==> src/rtl/fetch_unit.sv <==
// Instruction-fetch stage: owns the PC, fetches over req/ack and hands
// each word to decode over valid/ready, resolving beq on the consuming edge.
module fetch_unit #(
    parameter logic [31:0] RESET_PC    = 32'h0000_0000,
    parameter logic [5:0]  HALT_OPCODE = 6'b111111
) (
    input  logic        clk,
    input  logic        reset,
    output logic        imem_req,
    output logic [31:0] imem_addr,
    input  logic        imem_ack,
    input  logic [31:0] imem_rdata,
    output logic [31:0] instr,
    output logic [5:0]  opcode,
    output logic        instr_valid,
    input  logic        instr_ready,
    input  logic        branch,
    input  logic        zero,
    output logic [31:0] pc,
    output logic        halted,
    output logic [31:0] retired
);

    localparam logic [1:0] IDLE  = 2'd0;
    localparam logic [1:0] FETCH = 2'd1;
    localparam logic [1:0] VALID = 2'd2;
    localparam logic [1:0] HALT  = 2'd3;

    logic [1:0]  r_state;
    logic [31:0] r_pc;
    logic [31:0] r_instr;
    logic        r_valid;
    logic        r_halted;
    logic [31:0] r_retired;

    logic [31:0] w_pc_plus4;
    logic [31:0] w_br_off;
    logic [31:0] w_next_pc;
    logic        w_taken;
    logic        w_halt_op;
    logic        w_consume;

    assign w_pc_plus4 = r_pc + 32'd4;
    assign w_br_off   = {{14{r_instr[15]}}, r_instr[15:0], 2'b00};
    assign w_taken    = branch & zero;
    assign w_next_pc  = w_taken ? (w_pc_plus4 + w_br_off) : w_pc_plus4;
    assign w_halt_op  = (r_instr[31:26] == HALT_OPCODE);
    assign w_consume  = (r_state == VALID) && instr_ready;

    // Request is a pure decode of state so it drops the same edge ack lands.
    assign imem_req    = (r_state == FETCH);
    assign imem_addr   = r_pc;
    assign instr       = r_instr;
    assign opcode      = r_instr[31:26];
    assign instr_valid = r_valid;
    assign pc          = r_pc;
    assign halted      = r_halted;
    assign retired     = r_retired;

    always_ff @(posedge clk or posedge reset) begin
        if (reset) begin
            r_state   <= IDLE;
            r_pc      <= RESET_PC;
            r_instr   <= '0;
            r_valid   <= 1'b0;
            r_halted  <= 1'b0;
            r_retired <= '0;
        end else begin
            unique case (r_state)
                IDLE: begin
                    r_state <= FETCH;
                end
                FETCH: begin
                    if (imem_ack) begin
                        r_instr <= imem_rdata;
                        r_valid <= 1'b1;
                        r_state <= VALID;
                    end
                end
                VALID: begin
                    if (w_consume) begin
                        r_retired <= r_retired + 32'd1;
                        r_valid   <= 1'b0;
                        if (w_halt_op) begin
                            r_halted <= 1'b1;
                            r_state  <= HALT;
                        end else begin
                            r_pc    <= w_next_pc;
                            r_state <= FETCH;
                        end
                    end
                end
                HALT: begin
                    r_state <= HALT;
                end
                default: begin
                    r_state <= IDLE;
                end
            endcase
        end
    end

endmodule

==> config.mk <==
export PLATFORM = sky130hd
export DESIGN_NAME = fetch_unit
export DESIGN_NICKNAME = d
export VERILOG_FILES = /design/src/rtl/fetch_unit.sv
export SDC_FILE = /design/constraint.sdc
export NUM_CORES = 1
export LEC_CHECK = 0
export BUFFER_PORTS_ARGS = -buffer_cell sky130_fd_sc_hd__buf_2
export CAP_MARGIN = 20
export CORE_ASPECT_RATIO = 1.5
export CORE_UTILIZATION = 54
export DETAILED_ROUTE_END_ITERATION = 16
export GPL_TIMING_DRIVEN = 1
export PLACE_DENSITY = 0.81
export SLEW_MARGIN = 25
export SYNTH_ARGS = -nofsm -noshare
export SYNTH_HDL_FRONTEND = slang
export SYNTH_SLANG_ARGS = --single-unit
==> constraint.sdc <==
create_clock -name clk -period 4.8 [get_ports clk]
set_input_delay 0.48 -clock clk [delete_from_list [all_inputs] [get_ports clk]]
set_output_delay 0.48 -clock clk [all_outputs]
set_load 0.05 [all_outputs]
* Yosys cells after proc, flatten, opt, wreduce, memory -nomap -nowiden *
Index checks and enable logic that the tools add are counted.

word-level totals
  output and inout bits = 137
  flip-flop bits (word level) = 100
  logic and storage cells = 34

operators by class
  bitwise logic cells = 2
  muxes and demuxes = 8
  eq/ne operators = 6
  reduce and logical (&&, ||, !) cells = 9
  add/sub/neg operators = 3

operator list
  cell                   number
  $add 32x1->32 const B  1
  $add 32x3->32 const B  1
  $add 32x32->32         1
  $mux 32                1
  $reduce_and 3->1       3
  $pmux 2 s4             1
  $eq 6x6->1 const B     1
  $mux 2                 3
  $reduce_and 2->1       3
  $eq 2x2->1 const B     2
  $eq 2x1->1 const B     1
  $logic_not 2->1        1
  $mux 1                 2
  $ne 2x1->1 const B     1
  $ne 2x2->1 const B     1
  $pmux 1 s2             1
  $reduce_bool 2->1      1
  $and 1x1->1            1
  $logic_and 1x1->1      1
  $not 1->1              1

* Logic depth before layout (Yosys ltp) *
Gate-level depths: netlist (run 1).

  word-level depth = 4
  gate-level depth with buffers = 19
  mapped depth without buffers = 17

* Worst setup path after synthesis (run 1) *
No wires, ideal clock.

  kind = flip-flop to flip-flop
  from = register r_pc[2], in the netlist imem_addr[2]
  to = register r_pc[31], in the netlist imem_addr[31]
  cell stages (with the launch flop) = 20
  library setup time = 82 ps
  slack = 651 ps
  period minus slack after synthesis = 4149 ps
  data arrival time = 4067 ps
  cells stage by stage = dfrtp_1 -> ha_1 -> and3_1 -> and3_1 -> clkbuf_1 -> nand3_1 -> nor2_1 -> nand3_1 -> xnor2_1 -> ha_1 -> clkbuf_1 -> nand3_1 -> or4_1 -> nor2b_1 -> a2bb2oi_1 -> a311oi_1 -> xnor2_1 -> nand2_1 -> mux2i_1 -> xor2_1

between the ends
  longest elaborated chain between the ends = 3

RTL lines
  what                      line  RTL
  start: declaration        30    logic [31:0] r_pc;
  start signal: assignment  88    r_pc <= w_next_pc;
  $add 32x3->32 *           43    assign w_pc_plus4 = r_pc + 32'd4;
  $add 32x32->32            46    assign w_next_pc = w_taken ? (w_pc_plus4 + w_br_off) : w_pc_plus4;
  $mux 32 *                 46

Mark *: on every way between the ends. The rest lies on a longest branch, timed or not.
A chain may end at the register's enable or synchronous reset.

* Worst setup path in the final report (run 1) *
Ends and elaborated chain as after synthesis.

==> results.md, run 1 <==
- Number of H-tree levels: 3
- Detailed Place HPWL: between 10 and 15 mm
- Die height: approximately 140 um
- Initial core utilization: 55.7%
- Status: complete, no violations
- Register-to-register setup slack: roughly 0.66 ns
- Crit path largest cell delay: about 0.5 ns
- Clock slew at reported path FFs: ~0.080 ns
- Worst-margin pin slew: 0.852 ns
- CTS tree: yes
- Top Family by Delay on Critical Path: simple AND/OR/NAND/NOR gates
- Final Hold Vio Count: 0
- Most common flop cell mapped by yosys: dfrtp_1
- Number of global-route vias before repair: about 5.9k
- All-Layer GR Usage: around 27%
- Initial antenna violation count: 0
- Clk buf depth: 2
- CTS hold repair buffers: 0
- Synth Register Bits: between 90 and 100
- First-pass GRT wire length: roughly 28 mm
- Max-slew violation count: 0
- Most frequent CP cell: nand3_1
- Layout cells sized above 1: between 20% and 30%
- Clk_skew: 0.0138 ns
- IO Pins: ~180
- Min-Delay Path Class: in2async
- Syn avg cell area: roughly 8.9 um2
- Largest net degree at the start of global routing: 54
- Synth warn: 0
- Clk Latency, worst-skew pair: roughly 0.35 ns
- Minimum clock period: roughly 4.1 ns
- Async S/R FF share, synth: between 90% and 100%
- Mapped cell area: 6720 um2
- Top cells by area, synth: dfrtp_1 36%, xnor2_1 7.8%, ha_1 7.1%
- Netlist cell types: 56
- Via count: 5882
- Final net count: between 900 and 1k
- DR WL/cell: between 15 and 20 um
- CP max stage cell: dfrtp_1
- Synthesis-to-finish area growth: 14.5%
- Register-to-Register Path Depth: 17
- Worst endpoint required time: just over 5 ns
- Mapped Cells: between 700 and 800
- Die W: 93.1 um
- Fillers: 1097
- Crit Path Max Fanout: 9
- FF-to-FF End: imem_addr[31]
- Setup CP Type: reg2reg
- DR pass1 iterations: 5
- Num CTS Buffers: 9
- Area leader, netlist: dfrtp_1
- Critical path capture point type: register
- Total core area: 12100 um2
- Crit path launch type: register
- Die footprint: about 13000 um2
- FF-to-FF Start: imem_addr[2]
- Max Clk Rate: between 200 and 250 MHz
- Crit-path cells: ha_1, and3_1, and3_1, nand3_1, nor2_1, nand3_1, xnor2_1, ha_1, nand3_1, or4_1, nor2b_1, a2bb2oi_1, a311oi_1, xnor2_1, nand2_1, mux2i_1, xor2_1
- # resized after CTS: 0
- CTS Root Cell: clkbuf_16
- Top cells by count, synth: 98 x dfrtp_1, 76 x nand2_1, 67 x a21oi_1
- Port-buffer cells: 170
- Total routed wirelength: approximately 17 mm
- RSZ-0062 raised after global routing: false
- Postcts setup bufs: 0
- TNS Setup: 0 ns
- Routed vias/inst: around 5.7
- DR DRC count: 0
- Maxcap violations: 0
- Grt total ovfl: 0
- Fin crit share: between 80% and 90%
- Setup-failing EPs final: 0
- Area share of the largest cell type after synthesis: 36.5%
- # diodes: 0
- Clock sinks: 98
- Worst endpoint data arrival time: 4.41 ns
- Row count: 49
- GPL Wtd Cong: between 0.9 and 1
- Initial DRC count: 340
- Most frequent cell after synthesis: dfrtp_1
- Worst slew margin: between 40% and 50%
- Remaining antenna violation count: 0
- EDFF count, synth: 0
- Buf/Inv on CP: 0
- Sequential share of the synthesized area: approximately 36%
cells in the final DEF (no fill, tap or decap), types with 24 or more instances in the layout:
cell type	Yosys	final
buf_2	3	170
dfrtp_1	98	98
nand2_1	76	76
a21oi_1	67	67
nor2_1	64	64
xnor2_1	60	60
nand3_1	39	39
ha_1	38	38
o21ai_0	37	37
mux2_2	33	33
xor2_1	24	24
layout make-up:
cell class | instances | area [um2] | share of cell area, %
clock buffers | 10 | 239 | 3.10
clock inverters | 6 | 57.6 | 0.748
inverters | 11 | 43.8 | 0.569
multi-input cells | 578 | 3830 | 49.7
flip-flops and latches | 98 | 2450 | 31.9
well taps | 153 | 191 | 2.49
repair buffers | 175 | 888 | 11.5
worst max-delay path by stage:
stage                 startpoint       endpoint  slack, ns  cells after the start
floorplan           imem_addr[2]  imem_addr[31]       0.65                     19
global placement    imem_addr[2]  imem_addr[31]       0.86                     17
detailed placement  imem_addr[2]  imem_addr[31]       0.70                     17
CTS                 imem_addr[2]  imem_addr[31]       0.68                     17
global route        imem_addr[2]  imem_addr[31]       0.28                     16
finish              imem_addr[2]  imem_addr[31]       0.66                     17
registers in the layout, summed over array words and instances (netlist names):
| register | count |
|---|---|
| retired | 32 |
| halted | 1 |
| imem_addr | 30 |
| instr | 32 |
| instr_valid | 1 |
| r_state | 2 |
cell families after synthesis:
logic type               Yosys count  synth area share (%)
AO/OA/AOI/OAI                    170                  15.5
XOR/XNOR                          84                  10.9
adder cells (fa/ha/maj)           39                  7.37
buffers and inverters             80                  6.78
flip-flops                        98                  36.5
multiplexers                      34                  5.68
other                              1                0.0558
AND/OR/NAND/NOR                  247                  17.2
routing by layer:
layer	track usage, %	wire [um]	part of all wire, %
met5	0	0	0
met2	49.6	9200	54
met1	28.9	6570	38
met4	13.4	589	3.5
met3	4.28	714	4.2
per-stage QoR:
stage          instance area, um2  hold slack [ns]  setup slack (ns)  cells  utilization [%]
2_1_floorplan                6730            0.481             0.651    756                -
5_1_grt                      7700            0.291             0.283   1031             63.7
3_3_place_gp                 7400            0.440             0.856   1015             61.3
4_1_cts                      7700            0.265             0.682   1031             63.7
3_5_place_dp                 7400            0.446             0.696   1015             61.3
6_report                     7700            0.230             0.663   1031             63.7
Power of run 1 is left out: the tool's default activity adds up to more than one toggle a clock period on the data nets, which glitch-free logic cannot reach.
==> inputs of run 2 (changes only) <==
clock period = 3.9 ns   (was 4.8 ns; I/O delays follow)
==> results.md, run 2 (same netlist as run 1, synthesis figures left out) <==
- Status: complete, no violations
- Synthesis-to-finish area growth: 20.3%
- Largest net degree at the start of global routing: 64
- GPL Wtd Cong: 0.935
- DR WL/cell: roughly 16 um
- Final Core Density: about two thirds
- Routed vias/inst: between 5 and 6
- Crit Path Max Fanout: 7
- Maxcap violations: 0
- Layout cells sized above 1: 32.2%
- Port-buffer cells: 170
- DR pass1 iterations: 5
- Max Clk Rate: about 270 MHz
- Clock slew at reported path FFs: ~0.08 ns
- Worst endpoint data arrival time: about 3.9 ns
- Commonest non-fill, non-tap cell in the layout: buf_2
- Crit path launch type: register
- Number of H-tree levels: 3
- Worst-margin pin slew: 0.898 ns
- CTS Root Cell: clkbuf_16
- Final net count: 984
- Min-Delay Path Class: in2async
- Clk_skew: around 0.0097 ns
- Fin crit share: between 90% and 100%
- CTS hold repair buffers: 0
- IO Pins: around 180
- Die footprint: between 10000 and 15000 um2
- Routed wl met3: around 870 um
- Grt total ovfl: 0
- Remaining antenna violation count: 0
- Worst endpoint required time: 4.18 ns
- Via count: a little over 6k
- Top Layer Used: met4
- # diodes: 0
- Setup CP Type: reg2reg
- First-pass GRT wire length: between 20 and 30 mm
- Num CTS Buffers: 9
- Met1 WL: between 6 and 7 mm
- All-Layer GR Usage: a little over a quarter
- Most frequent cells in the layout: 170 x buf_2, 92 x dfrtp_1, 75 x nand2_1, 65 x a21oi_1, 62 x nor2_1
- Minimum clock period: 3.67 ns
- DR DRC count: 0
- Die W: approximately 93 um
- Clk Latency, worst-skew pair: 0.35 ns
- Fillers: 1026
- Worst slew margin: 40.1%
- Total routed wirelength: about 17 mm
- Die height: approximately 140 um
- Number of global-route vias before repair: 5821
- Critical path capture point type: register
- Row count: about 50
- Clock sinks: 98
- Initial core utilization: 55.7%
- Setup-failing EPs final: 0
- CTS tree: yes
- Clk buf depth: 2
- Met2 wire len: 9.01 mm
- Total core area: around 12000 um2
- Initial DRC count: around 320
- Detailed Place HPWL: about 13 mm
- Max-slew violation count: 0
- Initial antenna violation count: 0
- Final Hold Vio Count: 0
-- run 2: cell count changes in the layout (fill, tap and decap cells not counted), moves of 3 or more --
| cell | delta |
|---|---|
| clkinv_4 | -4 |
| dfrtp_1 | -6 |
| buf_4 | +34 |
| dfrtp_2 | +6 |
| nand3_1 | -3 |
-- run 2: layout make-up --
class | count | area (um2) | share of cell area, %
Timing Repair Buffer | 209 | 1140 | 14.1
Inverter | 11 | 43.8 | 0.542
Clock inverter | 6 | 67.6 | 0.836
Multi-Input combinational cell | 578 | 3940 | 48.7
Tap cell | 153 | 191 | 2.37
Sequential cell | 98 | 2460 | 30.4
Clock buffer | 10 | 239 | 2.96
-- run 2: per-stage QoR --
step	hold slack, ns	cells	cell area, um2	setup slack (ns)	TNS (ns)
global placement	0.439	1043	7620	0.164	0
CTS	0.202	1059	7930	0.0320	0
global route	0.256	1065	8090	-0.00903	-0.00903
finish	0.175	1065	8090	0.234	0
detailed placement	0.444	1043	7620	0.0774	0
floorplan	0.481	756	6740	0.0211	0
-- run 2: repair_timing --
action                                  in CTS  in global routing
endpoints found under the setup margin       0                  6
gates resized for setup                      0                 28
setup buffers                                0                  6
hold endpoints to repair                     0                  0
-- run 2: worst paths after layout --
check | from | end | slack [ns] | cells after the start
hold / removal | reset | retired[18] | 0.17 | 2
setup / recovery | imem_addr[3] | imem_addr[31] | 0.23 | 16
hold reg to reg | halted | halted | 0.46 | 1
setup reg to reg | imem_addr[3] | imem_addr[31] | 0.23 | 16
min in group clk | imem_rdata[0] | instr[0] | 0.27 | 2
max in group asynchronous | reset | imem_addr[7] | 2.94 | 3
-- run 2: routing by layer --
layer,GRT usage (%),up-vias
li1,-,2905
met1,31.5,2896
met2,48.4,203
met3,4.93,40
met4,12.8,0
met5,0,-
-- run 2: worst max-delay path, stage by stage (launching register included) --
cell and delay, ns:
dfrtp_2 0.42, and3_1 0.24, nand3_1 0.15, nor2_2 0.19
and4_2 0.30, nand3_2 0.14, xnor2_2 0.17, ha_1 0.35
nand3_1 0.08, or4_1 0.44, nor2b_1 0.17, a2bb2oi_2 0.17
a311oi_2 0.12, xnor2_1 0.14, nand2_1 0.11, mux2i_1 0.23
xor2_1 0.15
Power of run 2 is left out for the same reason.
